[config.mk]
export PLATFORM = sky130hd
export DESIGN_NAME = alu_sequencer
export DESIGN_NICKNAME = d
export VERILOG_FILES = /design/src/rtl/alu_sequencer_pkg.sv /design/src/rtl/regfile4x8.sv /design/src/rtl/alu_sequencer.sv
export SDC_FILE = /design/constraint.sdc
export NUM_CORES = 1
export LEC_CHECK = 0
export BUFFER_PORTS_ARGS = -buffer_cell sky130_fd_sc_hd__buf_2
export CAP_MARGIN = 5
export CORE_ASPECT_RATIO = 0.5
export CORE_UTILIZATION = 35
export CTS_CLUSTER_SIZE = 12
export DETAILED_ROUTE_END_ITERATION = 7
export PLACE_DENSITY_LB_ADDON = 0.15
export SYNTH_ARGS = -nofsm -noshare
export SYNTH_HDL_FRONTEND = slang
export SYNTH_HIERARCHICAL = 1
export SYNTH_SLANG_ARGS = --single-unit
[constraint.sdc]
create_clock -name clk -period 2.2 [get_ports clk]
set_input_delay 0.22 -clock clk [delete_from_list [all_inputs] [get_ports clk]]
set_output_delay 0.22 -clock clk [all_outputs]
set_load 0.01 [all_outputs]
[src/rtl/alu_sequencer_pkg.sv]
// Shared definitions for the ALU sequencer: opcodes, FSM encoding, instruction fields.
package alu_sequencer_pkg;

  // External ALU opcodes
  localparam logic [2:0] OpAdd   = 3'b000;
  localparam logic [2:0] OpSub   = 3'b001;
  localparam logic [2:0] OpAnd   = 3'b010;
  localparam logic [2:0] OpOr    = 3'b011;
  localparam logic [2:0] OpXor   = 3'b100;
  localparam logic [2:0] OpNot   = 3'b101;
  localparam logic [2:0] OpPassB = 3'b110;
  localparam logic [2:0] OpInc   = 3'b111;

  // Instruction word layout
  localparam int unsigned InstrW    = 8;
  localparam int unsigned OpMsb     = 7;
  localparam int unsigned OpLsb     = 5;
  localparam int unsigned RdMsb     = 4;
  localparam int unsigned RdLsb     = 3;
  localparam int unsigned RsMsb     = 2;
  localparam int unsigned RsLsb     = 1;
  localparam int unsigned UseImmBit = 0;

  typedef enum logic [1:0] {
    StIdle = 2'd0,
    StRead = 2'd1,
    StExec = 2'd2,
    StWb   = 2'd3
  } state_e;

endpackage

[src/rtl/regfile4x8.sv]
// 4-entry register file: one synchronous write port, two read ports and a debug read port.
module regfile4x8 #(
  parameter int unsigned Width = 8,
  parameter int unsigned Depth = 4
) (
  input  logic                     clk_i,
  input  logic                     rst_ni,
  input  logic                     we_i,
  input  logic [$clog2(Depth)-1:0] waddr_i,
  input  logic [Width-1:0]         wdata_i,
  input  logic [$clog2(Depth)-1:0] raddr_a_i,
  output logic [Width-1:0]         rdata_a_o,
  input  logic [$clog2(Depth)-1:0] raddr_b_i,
  output logic [Width-1:0]         rdata_b_o,
  input  logic [$clog2(Depth)-1:0] dbg_addr_i,
  output logic [Width-1:0]         dbg_data_o
);

  logic [Width-1:0] regs_q [Depth];

  // Storage with asynchronous clear; writes land at the end of the write cycle
  always_ff @(posedge clk_i or negedge rst_ni) begin
    if (!rst_ni) begin
      for (int i = 0; i < Depth; i++) begin
        regs_q[i] <= '0;
      end
    end else if (we_i) begin
      regs_q[waddr_i] <= wdata_i;
    end
  end

  // Combinational reads always return the pre-write value in the write cycle
  always_comb begin
    rdata_a_o  = regs_q[raddr_a_i];
    rdata_b_o  = regs_q[raddr_b_i];
    dbg_data_o = regs_q[dbg_addr_i];
  end

endmodule

[src/rtl/alu_sequencer.sv]
// Four-phase sequencer (accept, read, execute, write back) driving an external ALU.
module alu_sequencer
  import alu_sequencer_pkg::*;
#(
  parameter int unsigned DATA_W = 8,
  parameter int unsigned NREGS  = 4
) (
  input  logic              clk,
  input  logic              rst_n,
  input  logic              instr_valid,
  output logic              instr_ready,
  input  logic [InstrW-1:0] instr,
  input  logic [DATA_W-1:0] imm_data,
  output logic [DATA_W-1:0] alu_a,
  output logic [DATA_W-1:0] alu_b,
  output logic [2:0]        alu_op,
  input  logic [DATA_W-1:0] alu_result,
  output logic              done,
  output logic [DATA_W-1:0] wb_data,
  output logic              zero_flag,
  output logic              neg_flag,
  input  logic [1:0]        dbg_addr,
  output logic [DATA_W-1:0] dbg_data
);

  state_e              state_q;
  logic [InstrW-1:0]   instr_q;
  logic [DATA_W-1:0]   imm_q;
  logic [DATA_W-1:0]   alu_a_q, alu_b_q;
  logic [2:0]          alu_op_q;
  logic                done_q;
  logic [DATA_W-1:0]   wb_data_q;
  logic                zero_q, neg_q;

  logic [1:0]          rd, rs;
  logic                use_imm;
  logic [DATA_W-1:0]   rd_data, rs_data;

  // Decode the latched instruction so input changes while busy are invisible
  always_comb begin
    rd      = instr_q[RdMsb:RdLsb];
    rs      = instr_q[RsMsb:RsLsb];
    use_imm = instr_q[UseImmBit];
  end

  regfile4x8 #(
    .Width (DATA_W),
    .Depth (NREGS)
  ) u_regfile (
    .clk_i      (clk),
    .rst_ni     (rst_n),
    .we_i       (state_q == StWb),
    .waddr_i    (rd),
    .wdata_i    (wb_data_q),
    .raddr_a_i  (rd),
    .rdata_a_o  (rd_data),
    .raddr_b_i  (rs),
    .rdata_b_o  (rs_data),
    .dbg_addr_i (dbg_addr),
    .dbg_data_o (dbg_data)
  );

  // Sequencer FSM with all outputs registered; reset aborts any instruction in flight
  always_ff @(posedge clk or negedge rst_n) begin
    if (!rst_n) begin
      state_q   <= StIdle;
      instr_q   <= '0;
      imm_q     <= '0;
      alu_a_q   <= '0;
      alu_b_q   <= '0;
      alu_op_q  <= '0;
      done_q    <= 1'b0;
      wb_data_q <= '0;
      zero_q    <= 1'b0;
      neg_q     <= 1'b0;
    end else begin
      done_q <= 1'b0;
      unique case (state_q)
        StIdle: begin
          if (instr_valid) begin
            instr_q <= instr;
            imm_q   <= imm_data;
            state_q <= StRead;
          end
        end
        StRead: begin
          alu_a_q  <= rd_data;
          alu_b_q  <= use_imm ? imm_q : rs_data;
          alu_op_q <= instr_q[OpMsb:OpLsb];
          state_q  <= StExec;
        end
        StExec: begin
          // Result and flags become visible together with done in the WB cycle
          wb_data_q <= alu_result;
          zero_q    <= (alu_result == '0);
          neg_q     <= alu_result[DATA_W-1];
          done_q    <= 1'b1;
          state_q   <= StWb;
        end
        StWb: begin
          state_q <= StIdle;
        end
        default: state_q <= StIdle;
      endcase
    end
  end

  // Drive ports from the registered state
  always_comb begin
    instr_ready = (state_q == StIdle);
    alu_a       = alu_a_q;
    alu_b       = alu_b_q;
    alu_op      = alu_op_q;
    done        = done_q;
    wb_data     = wb_data_q;
    zero_flag   = zero_q;
    neg_flag    = neg_q;
  end

endmodule
Word-level counts from Yosys, hierarchy flattened
Cells that the tools add are included.
{"block": "op_classes", "bitwise": 3, "mux": 16, "order_cmp": 4, "reduce_logical": 4, "n_eq_ne": 4}
{"operator": "two-way mux 8 bit", "n": 8}
{"operator": "binary-select mux 8 bit (select 2 bit)", "n": 3}
{"operator": "bitwise mux 32 bit", "n": 1}
{"operator": "demux 8 bit (select 2 bit)", "n": 1}
{"operator": "greater-or-equal comparator 3 bit (second input constant)", "n": 3}
{"operator": "NOT 2 -> 3 bit", "n": 3}
{"operator": "zero test 8 bit", "n": 1}
{"operator": "case mux 2 bit (4 select lines)", "n": 1}
{"operator": "equality test 2 bit (second input constant)", "n": 2}
{"operator": "< comparator 3 x 1 -> 1 bit (second input constant)", "n": 1}
{"operator": "equality test 2 x 1 -> 1 bit (second input constant)", "n": 1}
{"operator": "zero test 2 bit", "n": 1}
{"operator": "two-way mux 2 bit", "n": 1}
{"operator": "!= test 2 bit (second input constant)", "n": 1}
{"operator": "AND reduction 2 bit", "n": 1}
{"operator": "logical AND 1 bit", "n": 1}
{"operator": "two-way mux 1 bit", "n": 1}
{"block": "totals", "register_bits": 80, "elab_cells": 45, "inputBits": 29}

Logic depth before layout (Yosys ltp)
Gate-level depths: netlist (run 1).
{"block": "logic_depth", "depth_word": 6, "ltp_mapped": 6, "depth_no_buf": 4}

Hierarchy
The synthesis (run 1) kept the hierarchy.
{"module": "alu_sequencer", "n_inst": 1, "area_each_um2": 1943.1, "cells_each": 130, "seq_area_each_um2": 1176.1}
{"module": "regfile4x8", "n_inst": 1, "area_each_um2": 1779.2, "cells_each": 98, "seq_area_each_um2": 800.8}

Worst setup path after synthesis (run 1)
OpenSTA, ideal clock, no wires.
{"block": "synth_timing", "kind": "register to register", "from": "reg instr_q[3]", "to": "reg alu_a_q[3], in the netlist alu_a[3]", "arrival_time_ns": 1.526, "setup_time_ns": 0.127, "stages_incl_launch_ff": 4, "period_less_slack_ns": 1.653, "path_slack_ns": 0.547, "path_buffers": 1, "required_ns": 2.073, "path_cell_list": "dfrtp_1 buf_2 mux4_2 mux2_1"}
{"block": "synth_between", "elab_chain_cells": 4}
{"element": "from (decl)", "line_no": "alu_sequencer.sv:27", "rtl": "logic [InstrW-1:0] instr_q;"}
{"element": "from (signal assigned)", "line_no": "alu_sequencer.sv:81", "rtl": "instr_q <= instr;"}
{"element": "NOT 2 -> 3 bit (not written as such)", "line_no": "regfile4x8.sv:34", "rtl": "rdata_a_o = regs_q[raddr_a_i];"}
{"element": "binary-select mux 8 bit (select 2 bit)", "line_no": "regfile4x8.sv:34"}
{"element": "two-way mux 8 bit (not written as such) (2 in a row)", "line_no": "regfile4x8.sv:34"}
{"element": "via rd_data[3]", "line_no": "alu_sequencer.sv:37", "rtl": "logic [DATA_W-1:0] rd_data, rs_data;"}
{"element": "to (signal assigned)", "line_no": "alu_sequencer.sv:87", "rtl": "alu_a_q <= rd_data;"}
{"element": "to (decl)", "line_no": "alu_sequencer.sv:29", "rtl": "logic [DATA_W-1:0] alu_a_q, alu_b_q;"}
The timed path passes the listed nets, and every way through them passes these cells. The select of a mux whose other input is x is not followed.
A chain may end at the register's enable or synchronous reset.

Worst setup path after layout (run 1)
Same ends and word-level chain as after synthesis.

==> metrics.md, run 1 <==
| Metric | Value |
|---|---|
| Yosys Warn Count | `6` |
| Worst IR drop on VDD | `0.6367 mV` |
| Largest net degree at the start of global routing | `35` |
| Largest fanout on the critical path | `13` |
| R2r worst-path depth | `2` |
| Post-CTS Resized | `0` |
| Cell Area, Synth | `3722 um^2` |
| WL final | `8460 um` |
| Fillers | `956` |
| Die width | `roughly 150 um` |
| Post-CTS setup buffer count | `0` |
| Hold Crit Depth | `2` |
| Starting Density | `36.21%` |
| Die Y | `74.92 um` |
| Core ar. | `10280 um^2` |
| Crit-path cells | `mux4_2 > mux2_1` |
| Fmax | `532.5 MHz` |
| Worst Skew | `7.386 ps` |
| CP max stage delay | `860 ps` |
| GR Util met1 | `a little under a quarter` |
| Number of synthesized register bits | `just under 80` |
| Setup tns final | `0 ps` |
| Reg-to-Reg End | `alu_a[3]$_DFFE_PN0N_` |
| Final setup fails | `0` |
| Lkg Pwr | `2.043 nW` |
| Max-slew violation count | `0` |
| WL/cell | `19.10 um` |
| Vias in the first global route | `2321` |
| PortBufs | `67` |
| Clk sinks | `79` |
| Pwr/cell area | `about 1700 nW/um^2` |
| CTS buffer count | `9` |
| Actual slew at the worst max-slew pin | `799.1 ps` |
| Total die area | `11080 um^2` |
| Clk_lat worst skew | `340 ps` |
| Critical Path Stages | `2` |
| # H-tree levels | `3` |
| DR DRC count | `0` |
| Max cap viols | `0` |
| Final HPWL DP | `5814 um` |
| Worst R2R Setup Slack | `between 300 and 400 ps` |
| Total global routing overflow | `0` |
| GPL Wtd Cong | `approximately 0.73` |
| Mean Syn Cell Area | `16.33 um^2` |
| Cell variety after synth | `23` |
| Post-Syn Instances | `roughly 230` |
| I/O pin total | `between 60 and 70` |
| Status | `completed` |
| Antenna violations before repair | `0` |
| Pre-Repair DR Iteration Count | `6` |
| Global-route wire length before repair | `13540 um` |
| CP bufs+invs | `0` |
| Top Family by Delay on Critical Path | `multiplexers` |
| Slowest CP cell | `dfrtp_1` |
| # rows | `26` |
| Root buf cell | `clkbuf_16` |
| Critical path type | `register to register` |
| Vias per std cell | `5.056` |
| Area growth syn-to-layout | `22.12%` |
| GRT met2 Usage | `26.00%` |
| Global route hottest layer | `met2` |
| CP endpoint kind | `register` |
| Final critical delay including setup and external delays | `1878 ps` |
| Hold crit path type | `primary input to register` |
| Period utilization | `between 80% and 90%` |
| Crit path from | `instr_q[3]$_DFFE_PN0P_` |
| CTS tree | `built` |
| Worst Hold End | `instr_q[1]$_DFFE_PN0P_` |
| Syn Nets | `~260` |
| RSZ-0062 raised after global routing | `no` |
| Critical path launch point type | `register` |
| Final Power | `7.622 mW` |
| Clock-pin slew on the worst setup and hold paths | `60 ps` |
| M3 GR Usage | `5.758%` |
| Nets | `around 330` |
| GRT Total Usage | `17.17%` |
| Share of layout cells above drive strength 1 | `57.10%` |
| Final Hold Viols | `0` |
| 1st-iter DRT viols | `100` |
| DRT antenna net count | `0` |
| Part of the Yosys area used for sequential elements | `53.11%` |
| Launching point of the worst reg2reg path | `instr_q[3]$_DFFE_PN0P_` |
| Diode count | `0` |
| CTS Buffer Depth | `2` |
| Hold Startpoint | `instr[1]` |
| Max_slew headroom | `approximately 47%` |
| WP data required | `2410 ps` |
| CP arrival | `2090 ps` |
| DR vias | `2240` |
==> synth_stat cells (all sizes together) <==
| cell type | instances | area, um^2 |
|---|---|---|
| mux2 | 68 | 803.3 |
| nor3b | 1 | 18.77 |
| nor3 | 1 | 5.000 |
| a32o | 1 | 10.01 |
| nand3 | 1 | 10.01 |
| nor2b | 1 | 6.260 |
| nand2b | 1 | 6.260 |
| nand3b | 2 | 22.52 |
| mux2i | 9 | 90.09 |
| nor2 | 9 | 33.78 |
| mux4 | 24 | 540.5 |
| inv | 3 | 11.26 |
| nor4 | 1 | 6.260 |
| buf | 13 | 72.56 |
| ha | 5 | 62.56 |
| nand2 | 1 | 6.260 |
| dfrtp | 79 | 1977 |
| a21oi | 8 | 40.04 |
==> per-layer routing <==
layer  vias up  part of all wire (%)  wire length [um]
met5         -                     0                 0
met1      1183                    49              4168
met4         0                   1.1                95
met2        53                    44              3742
li1        995                     -                 -
met3         9                   5.4               453
==> flip-flops by register name, indices dropped and copies added (netlist names) <==
name,cells
alu_a,8
alu_b,8
alu_op,3
done,1
imm_q,8
instr_q,8
state_q,2
u_regfile/regs_q,32
wb_data,8
zero_flag,1
==> repair_timing <==
| action | CTS | global route |
|---|---|---|
| hold buffers | 1 | 0 |
| endpoints found under the hold margin | 32 | 0 |
| setup endpoints to repair | 0 | 0 |
==> worst max-delay path by stage <==
| stage | slack (ps) | end |
|---|---|---|
| after floorplan | 550 | alu_a[3]$_DFFE_PN0N_ |
| after global placement | 350 | alu_a[4]$_DFFE_PN0N_ |
| after detailed placement | 320 | alu_a[3]$_DFFE_PN0N_ |
| after CTS | 320 | alu_a[3]$_DFFE_PN0N_ |
| after global routing | 230 | alu_a[5]$_DFFE_PN0N_ |
| final | 320 | alu_a[3]$_DFFE_PN0N_ |
==> report_power, final <==
| group | leakage, nW | internal [mW] | switching, mW |
|---|---|---|---|
| clock network | 0.151 | 1.03 | 0.601 |
| registers | 0.938 | 2.20 | 0.882 |
| logic | 0.954 | 1.78 | 1.12 |
| total | 2.04 | 5.01 | 2.61 |
==> per-stage QoR <==
step	cells	utilization, %	hold slack, ps	worst slack (ps)	cell area [um^2]
finish	443	44.22	97.02	322.2	4546
global route	443	44.22	89.76	227.4	4546
CTS	443	44.22	89.78	316.7	4546
detailed placement	426	40.91	204.3	318.7	4205
global placement	426	40.91	199.7	347.1	4205
floorplan	228	-	-75.59	547.0	3722
==> layout by cell type (no fill, tap or decap) <==
master and n:
dfrtp_1 79, mux2i_1 9, mux2_4 10, mux2_2 47, a21oi_1 8, nand3b_2 2, nor4_1 1, ha_1 5
a32o_1 1, clkbuf_16 9, nand2_2 1, clkbuf_8 1, buf_2 66, buf_4 4, dlygate4sd3_1 1, nand2b_1 1
nor3b_4 1, nor2_1 9, nor2b_1 1, mux4_2 24, nand3_2 1, bufinv_16 2, clkinvlp_4 3, mux2_1 11
nor3_1 1, inv_1 3, inv_6 1, buf_12 1
==> cell families after synthesis <==
group	count (synthesis)	share of synthesized area, %
AO/OA/AOI/OAI	9	1.345
multiplexers	101	38.52
flip-flops	79	53.11
AND/OR/NAND/NOR	18	3.093
adder cells (fa/ha/maj)	5	1.681
buffers and inverters	16	2.252
==> final cells by class <==
class / instances / area, um^2 / area share [%]
clock buffer: 10 / 239.0 / 5.257
inverter: 3 / 11.26 / 0.2477
tap: 140 / 175.2 / 3.854
timing repair buffer: 72 / 390.4 / 8.588
multi-input combinational: 133 / 1662 / 36.55
clock inverter: 6 / 91.34 / 2.009
sequential: 79 / 1977 / 43.49
(Power assumes the default switching activity.)
==> inputs of run 2 (changes only) <==
- CORE_MARGIN: not set -> 2
==> metrics.md, run 2 (same netlist as run 1, synthesis figures left out) <==
| Metric | Value |
|---|---|
| Clk_lat worst skew | `330 ps (about the same)` |
| # rows | `26 (unchanged)` |
| Reg-to-Reg End | `alu_a[3]$_DFFE_PN0N_` |
| Nets | `332 (unchanged)` |
| Clock-pin slew on the worst setup and hold paths | `60 ps (about the same)` |
| Lkg Pwr | `2.028 nW (-0.75%)` |
| WL final | `8519 um (+0.70%)` |
| Fmax | `536.2 MHz (+0.69%)` |
| Worst Skew | `5.724 ps (-1.662 ps)` |
| Placed cells | `426 (unchanged)` |
| Total die area | `11530 um^2 (+4.1%)` |
| Launching point of the worst reg2reg path | `instr_q[3]$_DFFE_PN0P_` |
| Period utilization | `84.77% (-0.58 points)` |
| Crit path from | `instr_q[3]$_DFFE_PN0P_` |
| Status | `completed` |
| Crit path capture | `alu_a[3]$_DFFE_PN0N_` |
| Die Y | `76.92 um (+2.7%)` |
| Worst R2R Setup Slack | `340 ps (about the same)` |
| Global-route wire length before repair | `13310 um (-1.7%)` |
| Die width | `149.8 um (+1.4%)` |
| Top reg by flops | `u_regfile/regs_q` |
| Post-CTS setup buffer count | `0 (unchanged)` |
| Actual slew at the worst max-slew pin | `790.9 ps (-8.138 ps)` |
| Final setup fails | `0 (unchanged)` |
| Critical path type | `register to register` |
| Area growth syn-to-layout | `20.77%` |
| Commonest cells after routing, fill and taps aside | `dfrtp_1, buf_2, mux2_2` |
| Vias in the first global route | `2314 (-0.30%)` |
| Final Non-Filler Cells | `442 (-0.23%)` |
| Final HPWL DP | `5985 um (+2.9%)` |
| CP endpoint kind | `register` |
| GRT Total Usage | `15.72% (-1.4 points)` |
| DR vias | `2245 (+0.22%)` |
| I/O pin total | `68 (unchanged)` |
| Pre-Repair DR Iteration Count | `4 (-2)` |
| Hold crit path type | `primary input to register` |
| CP arrival | `2070 ps (-20 ps)` |
| Max cap viols | `0 (unchanged)` |
| Post-layout instance area | `4496 um^2 (-1.1%)` |
| Hold_ws | `103.7 ps (+6.668 ps)` |
| 1st-iter DRT viols | `107 (+7.0%)` |
| # H-tree levels | `3 (unchanged)` |
| PortBufs | `67 (unchanged)` |
| WP data required | `2410 ps (about the same)` |
| Core ar. | `10280 um^2 (unchanged)` |
| Share of layout cells above drive strength 1 | `56.29% (-0.80 points)` |
| Final critical delay including setup and external delays | `1865 ps (-12.84 ps)` |
| Worst IR drop on VDD | `0.5296 mV (-17%)` |
| Placed cell areas | `4205 um^2 (unchanged)` |
| Root buf cell | `clkbuf_16` |
| GPL Wtd Cong | `0.7607 (+4.1%)` |
| Clk sinks | `79 (unchanged)` |
| CTS buffer count | `9 (unchanged)` |
| DR DRC count | `0 (unchanged)` |
| Final Hold Viols | `0 (unchanged)` |
| Commonest non-fill, non-tap cell in the layout | `dfrtp_1` |
| RSZ-0062 raised after global routing | `no` |
| Total global routing overflow | `0 (unchanged)` |
| Setup tns final | `0 ps (unchanged)` |
| Max-slew violation count | `0 (unchanged)` |
| DRT antenna net count | `0 (unchanged)` |
| R2r worst-path depth | `2 (unchanged)` |
| Diode count | `0 (unchanged)` |
| Pwr/cell area | `1651 nW/um^2 (-1.6%)` |
| Max FFs per register | `32 (unchanged)` |
| Vias per std cell | `5.079 (+0.45%)` |
| Largest net degree at the start of global routing | `42 (+20%)` |
| Starting Density | `36.21% (unchanged)` |
| Critical path launch point type | `register` |
| Largest fanout on the critical path | `13 (unchanged)` |
| CTS tree | `built` |
| WL/cell | `19.27 um (+0.93%)` |
| Max_slew headroom | `47.27% (+0.54 points)` |
| Antenna violations before repair | `0 (unchanged)` |
| CTS Buffer Depth | `2 (unchanged)` |
| Final Power | `7.421 mW (-2.6%)` |
==> run 2: cell count changes in the layout (fill, tap and decap cells not counted) <==
cell	before	now
bufinv_16	2	1
clkinvlp_4	3	1
clkbuf_1	0	2
clkinv_2	0	2
clkbuf_8	1	0
inv_6	1	0
==> run 2: power breakdown <==
group	internal [mW]	switching, mW
sequential	2.20	0.866
combinational	1.79	1.14
clock	0.869	0.551
total	4.86	2.56
==> run 2: worst min path at each step <==
stage / cells after the start / slack, ps / start / to
floorplan: 0 / -80 / rst_n / alu_a[0]$_DFFE_PN0N_
global placement: 1 / 220 / rst_n / u_regfile/regs_q[13]$_DFFE_PN0P_
detailed placement: 1 / 250 / rst_n / wb_data[5]$_DFFE_PN0P_
CTS: 2 / 90 / instr[1] / instr_q[1]$_DFFE_PN0P_
global route: 2 / 90 / instr[2] / instr_q[2]$_DFFE_PN0P_
finish: 2 / 100 / instr[2] / instr_q[2]$_DFFE_PN0P_
==> run 2: area by class of cell <==
type | instances | area (um^2)
repair buffers | 72 | 390.4
flip-flops and latches | 79 | 1977
fillers | 966 | 5784
inverters | 3 | 11.26
well taps | 140 | 175.2
clock inverters | 4 | 47.55
multi-input cells | 133 | 1662
clock buffers | 11 | 232.7
==> run 2: worst max-delay path: stages, from the launching register on <==
cell and delay [ps]:
dfrtp_1 860, mux4_2 590, mux2_1 300
==> run 2: metal layers <==
| metal | wire, um | vias to the layer above | track usage (%) | part of all wire (%) |
|---|---|---|---|---|
| li1 | - | 1003 | - | - |
| met5 | 0 | - | 0 | 0 |
| met4 | 88 | 0 | 4.245 | 1.0 |
| met1 | 4132 | 1169 | 22.40 | 49 |
| met2 | 3841 | 64 | 23.01 | 45 |
| met3 | 457 | 9 | 5.179 | 5.4 |
==> run 2: stage by stage <==
step	worst slack [ps]	utilization, %
5_1_grt	240.5	43.73
4_1_cts	309.2	43.73
3_3_place_gp	357.8	40.91
2_1_floorplan	547.0	-
6_report	335.1	43.73
3_5_place_dp	319.0	40.91
==> run 2: timing repair <==
item / CTS / global route
hold endpoints to repair: 38 / 0
gates resized for setup: 0 / 0
setup endpoints to repair: 0 / 0
hold buffers: 1 / 0
